$ cat config.mk
export PLATFORM = sky130hd
export DESIGN_NAME = axi_wr_mem_bridge
export DESIGN_NICKNAME = d
export VERILOG_FILES = /design/src/rtl/axi_wr_mem_bridge.sv
export SDC_FILE = /design/constraint.sdc
export NUM_CORES = 1
export LEC_CHECK = 0
export ABC_CLOCK_PERIOD_IN_PS = 3350
export BUFFER_PORTS_ARGS = -buffer_cell sky130_fd_sc_hd__clkbuf_2
export CAP_MARGIN = 20
export CORE_ASPECT_RATIO = 1.2
export CORE_MARGIN = 5
export CORE_UTILIZATION = 35
export CTS_CLUSTER_DIAMETER = 60
export DETAILED_ROUTE_END_ITERATION = 8
export PLACE_DENSITY = 0.65
export SYNTH_ARGS = -nofsm -noshare
export SYNTH_HDL_FRONTEND = slang
export SYNTH_SLANG_ARGS = --single-unit
$ cat constraint.sdc
create_clock -name clk -period 3.35 [get_ports clk]
set_input_delay 0.67 -clock clk [delete_from_list [all_inputs] [get_ports clk]]
set_output_delay 0.67 -clock clk [all_outputs]
set_load 0.02 [all_outputs]
$ cat src/rtl/axi_wr_mem_bridge.sv
// ---------------------------------------------------------------------------
// axi_wr_mem_bridge
// Accepts one AXI write burst at a time and turns each W beat into a
// single-cycle write on a simple byte-addressed memory port. After the last
// beat it returns one B response, then goes back to waiting for the next AW.
//
// Ports
//   clk, rst            : rising-edge clock, synchronous active-high reset
//   axi_aw*             : write address channel (lock/cache/prot unused)
//   axi_w*              : write data channel
//   axi_b*              : write response channel
//   mem_we              : one-cycle write strobe, one per accepted W beat
//   mem_addr            : byte address of the beat being written
//   mem_wdata/mem_wstrb : beat data and byte enables as received
// ---------------------------------------------------------------------------
module axi_wr_mem_bridge #(
  parameter int ID_WIDTH   = 8,
  parameter int ADDR_WIDTH = 16,
  parameter int DATA_WIDTH = 64,
  parameter int STRB_WIDTH = 8
) (
  input  logic                  clk,
  input  logic                  rst,
  input  logic [ID_WIDTH-1:0]   axi_awid,
  input  logic [ADDR_WIDTH-1:0] axi_awaddr,
  input  logic [7:0]            axi_awlen,
  input  logic [2:0]            axi_awsize,
  input  logic [1:0]            axi_awburst,
  input  logic                  axi_awlock,
  input  logic [3:0]            axi_awcache,
  input  logic [2:0]            axi_awprot,
  input  logic                  axi_awvalid,
  output logic                  axi_awready,
  input  logic [DATA_WIDTH-1:0] axi_wdata,
  input  logic [STRB_WIDTH-1:0] axi_wstrb,
  input  logic                  axi_wlast,
  input  logic                  axi_wvalid,
  output logic                  axi_wready,
  output logic [ID_WIDTH-1:0]   axi_bid,
  output logic [1:0]            axi_bresp,
  output logic                  axi_bvalid,
  input  logic                  axi_bready,
  output logic                  mem_we,
  output logic [ADDR_WIDTH-1:0] mem_addr,
  output logic [DATA_WIDTH-1:0] mem_wdata,
  output logic [STRB_WIDTH-1:0] mem_wstrb
);

  localparam int SIZE_MAX = $clog2(STRB_WIDTH);

  localparam logic [1:0] S_IDLE = 2'd0;
  localparam logic [1:0] S_DATA = 2'd1;
  localparam logic [1:0] S_RESP = 2'd2;

  logic [1:0]            state_q, state_d;
  logic [ID_WIDTH-1:0]   id_q, id_d;
  logic [ADDR_WIDTH-1:0] addr_q, addr_d;
  logic [7:0]            len_q, len_d;
  logic [2:0]            size_q, size_d;
  logic [1:0]            burst_q, burst_d;
  logic [7:0]            beat_q, beat_d;
  logic                  err_q, err_d;
  logic                  bad_q, bad_d;
  logic                  mem_we_q, mem_we_d;
  logic [ADDR_WIDTH-1:0] mem_addr_q, mem_addr_d;
  logic [DATA_WIDTH-1:0] mem_wdata_q, mem_wdata_d;
  logic [STRB_WIDTH-1:0] mem_wstrb_q, mem_wstrb_d;

  logic                  aw_hs, w_hs, b_hs, last_beat, aw_bad, wrap_len_ok;
  logic [ADDR_WIDTH-1:0] step, wrap_mask, incr_addr, next_addr;

  // Sideband attributes have no meaning for a flat memory.
  logic unused_aw_sideband;
  assign unused_aw_sideband = ^{axi_awlock, axi_awcache, axi_awprot};

  // Every output is forced to its idle value while reset is held, even in the
  // first reset cycle before the registers have actually cleared.
  assign axi_awready = (state_q == S_IDLE) && !rst;
  assign axi_wready  = (state_q == S_DATA) && !rst;
  assign axi_bvalid  = (state_q == S_RESP) && !rst;
  assign axi_bid     = axi_bvalid ? id_q : '0;
  assign axi_bresp   = (axi_bvalid && (err_q || bad_q)) ? 2'b10 : 2'b00;
  assign mem_we      = mem_we_q && !rst;
  assign mem_addr    = rst ? '0 : mem_addr_q;
  assign mem_wdata   = rst ? '0 : mem_wdata_q;
  assign mem_wstrb   = rst ? '0 : mem_wstrb_q;

  assign aw_hs     = axi_awvalid && axi_awready;
  assign w_hs      = axi_wvalid && axi_wready;
  assign b_hs      = axi_bvalid && axi_bready;
  assign last_beat = (beat_q == len_q);

  // A burst that cannot be addressed sensibly is still drained beat by beat,
  // but none of its beats reach memory and it ends in SLVERR.
  always_comb begin
    wrap_len_ok = (axi_awlen == 8'd1) || (axi_awlen == 8'd3) ||
                  (axi_awlen == 8'd7) || (axi_awlen == 8'd15);
    aw_bad = (axi_awburst == 2'b11) ||
             (int'(axi_awsize) > SIZE_MAX) ||
             ((axi_awburst == 2'b10) && !wrap_len_ok);
  end

  // WRAP keeps the bits above the block size and lets only the offset
  // inside the (len+1)<<size block advance and roll over.
  always_comb begin
    step      = ADDR_WIDTH'(1) << size_q;
    wrap_mask = ((ADDR_WIDTH'(len_q) + ADDR_WIDTH'(1)) << size_q) - ADDR_WIDTH'(1);
    incr_addr = addr_q + step;
    case (burst_q)
      2'b01:   next_addr = incr_addr;
      2'b10:   next_addr = (addr_q & ~wrap_mask) | (incr_addr & wrap_mask);
      default: next_addr = addr_q;
    endcase
  end

  // Burst sequencing: capture on AW, one memory write per W beat, then hold
  // the response until the master takes it.
  always_comb begin
    state_d     = state_q;
    id_d        = id_q;
    addr_d      = addr_q;
    len_d       = len_q;
    size_d      = size_q;
    burst_d     = burst_q;
    beat_d      = beat_q;
    err_d       = err_q;
    bad_d       = bad_q;
    mem_we_d    = 1'b0;
    mem_addr_d  = mem_addr_q;
    mem_wdata_d = mem_wdata_q;
    mem_wstrb_d = mem_wstrb_q;
    case (state_q)
      S_IDLE: begin
        if (aw_hs) begin
          id_d    = axi_awid;
          addr_d  = axi_awaddr;
          len_d   = axi_awlen;
          size_d  = axi_awsize;
          burst_d = axi_awburst;
          beat_d  = 8'd0;
          err_d   = 1'b0;
          bad_d   = aw_bad;
          state_d = S_DATA;
        end
      end
      S_DATA: begin
        if (w_hs) begin
          mem_we_d    = !bad_q;
          mem_addr_d  = addr_q;
          mem_wdata_d = axi_wdata;
          mem_wstrb_d = axi_wstrb;
          addr_d      = next_addr;
          beat_d      = beat_q + 8'd1;
          if (axi_wlast != last_beat) begin
            err_d = 1'b1;
          end
          if (last_beat) begin
            state_d = S_RESP;
          end
        end
      end
      S_RESP: begin
        if (b_hs) begin
          state_d = S_IDLE;
        end
      end
      default: state_d = S_IDLE;
    endcase
  end

  always_ff @(posedge clk) begin
    if (rst) begin
      state_q     <= S_IDLE;
      id_q        <= '0;
      addr_q      <= '0;
      len_q       <= '0;
      size_q      <= '0;
      burst_q     <= '0;
      beat_q      <= '0;
      err_q       <= 1'b0;
      bad_q       <= 1'b0;
      mem_we_q    <= 1'b0;
      mem_addr_q  <= '0;
      mem_wdata_q <= '0;
      mem_wstrb_q <= '0;
    end else begin
      state_q     <= state_d;
      id_q        <= id_d;
      addr_q      <= addr_d;
      len_q       <= len_d;
      size_q      <= size_d;
      burst_q     <= burst_d;
      beat_q      <= beat_d;
      err_q       <= err_d;
      bad_q       <= bad_d;
      mem_we_q    <= mem_we_d;
      mem_addr_q  <= mem_addr_d;
      mem_wdata_q <= mem_wdata_d;
      mem_wstrb_q <= mem_wstrb_d;
    end
  end

endmodule

==> metrics.md <==
| Metric | Value |
|---|---|
| DRT iter0 DRCs | `~350` |
| Initial core utilization | `a little over a third` |
| PwrDens | `about 470 nW/um^2` |
| Routed length per instance | `around 16 um` |
| Final clock skew | `around 0.012 ns` |
| PortBufs | `215` |
| Die area | `24300 sq um` |
| Library cells used by synthesis | `73` |
| Share of cells above drive strength 1 | `37.5%` |
| GRT Util Overall | `17.3%` |
| Post-synth EDFFs | `0` |
| Final Util | `approximately 46%` |
| Fin crit period | `roughly 3.2 ns` |
| Top delay family on crit path | `compound AO/OA/AOI/OAI gates` |
| DP Worst Slack | `-0.0345 ns` |
| Seq pwr share | `roughly two fifths` |
| Critical path cell sequence | `nand3_1 -> o31a_1 -> a211o_1 -> o311ai_0 -> buf_4 -> nor2_1 -> nor4b_2 -> xnor2_1 -> a2111o_1 -> o211a_1` |
| Placed Instances | `about 1300` |
| Final Hold Fails | `0` |
| Ys async rst share | `0%` |
| Area delta synth->final | `28.8%` |
| Max Root-Sink Buffers | `2` |
| DR WL met2 | `10800 um` |
| Sw Ratio | `a little over a quarter` |
| Ant diodes | `0` |
| Largest net degree at the start of global routing | `56` |
| Most used DFF post-synth | `dfxtp_1` |
| Reg2reg start | `len_q[2]` |
| Synth Net Count | `between 900 and 1000` |
| Worst path arrival time | `3.49 ns` |
| Clock power share | `43.6%` |
| Worst-Skew Late Latency | `0.43 ns` |
| RSZ-0062 raised after global routing | `true` |
| Hold path start | `axi_bready` |
| Routed length on met3 | `1330 um` |
| Worst vdd ir | `around 0.28 mV` |
| Synthesized flop and latch total | `138` |
| Synth top area share | `37.1%` |
| R2r worst-path depth | `10` |
| Post CTS Setup Buffer Count | `0` |
| WL met1 | `8300 um` |
| Antenna Nets Post-Route | `0` |
| Slew HR | `about 48%` |
| Worst Hold Class | `in -> reg` |
| H-Tree Depth | `4` |
| Commonest non-fill, non-tap cell in the layout | `clkbuf_2` |
| Power Internal | `0.00325 W` |
| Vias per cell | `5.08` |
| Flop2flop setup slack | `0.17 ns` |
| Setup ws final | `0.167 ns` |
| DR DRC count | `0` |
| Compound-cell area share of the yosys netlist | `13.4%` |
| Adder-cell share of the synthesized area | `2.12%` |
| Mapped cell area | `7440 sq um` |
| Max Cap Violations | `0` |
| Crit-path max FO | `8` |
| Post-synthesis mux area share | `15.2%` |
| Detailed placement HPWL | `approximately 16000 um` |
| DRT Wirelength | `about 21000 um` |
| GPL Wtd Cong | `0.874` |
| CP peak stage delay | `around 0.60 ns` |
| Most area-hungry cell type in the Yosys netlist | `dfxtp_1` |
| Crit path depth | `10` |
| Leakage | `4.21 nW` |
| Io pins | `approximately 230` |
| TritonCTS Sinks | `138` |
| Root Driver | `clkbuf_16` |
| CP bufs+invs | `1` |
| Req. time, crit path | `about 3.7 ns` |
| Switching power total | `0.00122 W` |
| Max Slew Vio Count | `0` |
| TritonCTS clock tree | `done` |
| Clk slew on worst S/H paths | `0.06 ns` |
| Final Setup Violations | `0` |
| Slew @ Worst Pin | `0.780 ns` |
| Cell Count, Final, Fillers Out | `between 1000 and 1500` |
| Gr ovfl total | `0` |
| Vias | `6792` |
| Run status | `finished, final reports clean` |
| Total power | `0.00447 W` |
| Worst Hold End | `state_q[1]` |
| Worst setup EP type | `register` |
| Final net count | `1190` |
| Instance count of the mapped netlist | `~840` |
| Critical path startpoint category | `register` |
| Hold path cells | `2` |
| Horiz. Die Dim | `about 140 um` |
| XOR/XNOR Fraction of Synth Area | `4.24%` |
| Fmax | `314 MHz` |
| Top routing layer in use | `met5` |
| Row count | `58` |
| Die Ht | `between 150 and 200 um` |
| Initial antenna violation count | `1` |
| Logic pwr share | `16.5%` |
| DRT Pass-1 Iters | `4` |
| CP max stage cell | `o311ai_0` |
| Global-route wire length before repair | `34500 um` |
| Core area | `21000 sq um` |
| Most frequent cells in the layout | `clkbuf_2 (214), dfxtp_1 (136), nor2b_1 (97), mux2_2 (90), nand2_1 (78)` |
| Period Utilization, post-route | `95.0%` |
| Yosys warnings | `0` |
| Syn Area/Cell | `8.84 sq um` |
| Simple-Gate Fraction of Synth Area | `23.9%` |
| Synth top area cells | `dfxtp_1 (37%), mux2_2 (14%), nor2b_1 (8.2%)` |
| Crit path kind | `reg -> reg` |
| Cts bufs inserted | `17` |
| Largest family of logic cells by synthesized area | `simple AND/OR/NAND/NOR gates` |
| Vias in the first global route | `7005` |
| Sequential element share of the synthesized area | `37.1%` |
==> synthesized netlist by cell type (8+ instances only) <==
cell type	n
a21oi_1	52
mux2_2	90
nor2_1	54
nand3_1	9
ha_1	11
buf_2	8
or3_1	10
nand2_1	78
xnor2_1	22
nor2b_1	97
nand2b_1	8
dfxtp_1	138
nor3_1	18
nand4_1	9
a211oi_1	10
xor2_1	14
and2_1	15
inv_1	15
clkbuf_1	44
o21ai_0	24
==> area by class of cell <==
type,instances,area (sq um)
clock inverter,11,133
inverter,15,56.3
clock buffer,21,480
sequential,138,2770
timing repair buffer,254,1390
fill,2054,11400
tap,270,338
multi-input combinational,629,4420
==> per-layer routing <==
metal / vias to the layer above / GRT usage [%]
li1: 3393 / -
met1: 3177 / 19.1
met2: 177 / 31.3
met3: 43 / 5.50
met4: 2 / 5.79
met5: - / 0
==> metrics by stage <==
stage | cell area [sq um] | hold WS (ns) | setup TNS, ns
6_report | 9580 | 0.448 | 0
5_1_grt | 9580 | 0.430 | -0.00743
4_1_cts | 9540 | 0.431 | 0
3_5_place_dp | 8920 | 0.445 | -0.0345
3_3_place_gp | 8920 | 0.439 | -0.0250
2_1_floorplan | 7440 | 0.415 | 0
==> cells by family (layout without fill, tap and decap cells) <==
group,Yosys count,count (layout)
muxes,99,99
AOI/OAI and AO/OA,149,149
adders and majority gates,12,12
and+or+nand+nor,332,332
buffers and inverters,75,301
other,1,1
DFF,138,138
xor gates and xnor gates,36,36
==> worst reg2reg max path: cells and delay by family (launching register included) <==
family                    cells  cell delay (ns)
buffers and inverters         1             0.25
and+or+nand+nor               3             0.46
DFF                           1             0.50
xor gates and xnor gates      1             0.15
AOI/OAI and AO/OA             5             1.71
==> worst max path at each step <==
stage | start | to | slack [ns]
2_1_floorplan | len_q[0] | register | 0.01
3_3_place_gp | size_q[1] | register | -0.02
3_5_place_dp | size_q[1] | register | -0.03
4_1_cts | len_q[3] | register | 0.04
5_1_grt | len_q[0] | register | -0.007
6_report | len_q[2] | register | 0.17
==> power by group through the flow <==
stage / logic [W] / registers [W] / clock network, W
finish: 0.000740 / 0.00178 / 0.00195
global route: 0.000818 / 0.00179 / 0.00208
CTS: 0.000739 / 0.00178 / 0.00199
detailed placement: 0.000734 / 0.00182 / 0
global placement: 0.000723 / 0.00182 / 0
floorplan: 0.000498 / 0.00179 / 0
==> timing repair <==
action | CTS | global route
setup endpoints to repair | 1 | 7
gates resized for setup | 1 | 13
hold buffers | 0 | 0
gates cloned | 0 | 0
pin swaps | 0 | 1
No activity file was read; power rests on OpenSTA's default activity.
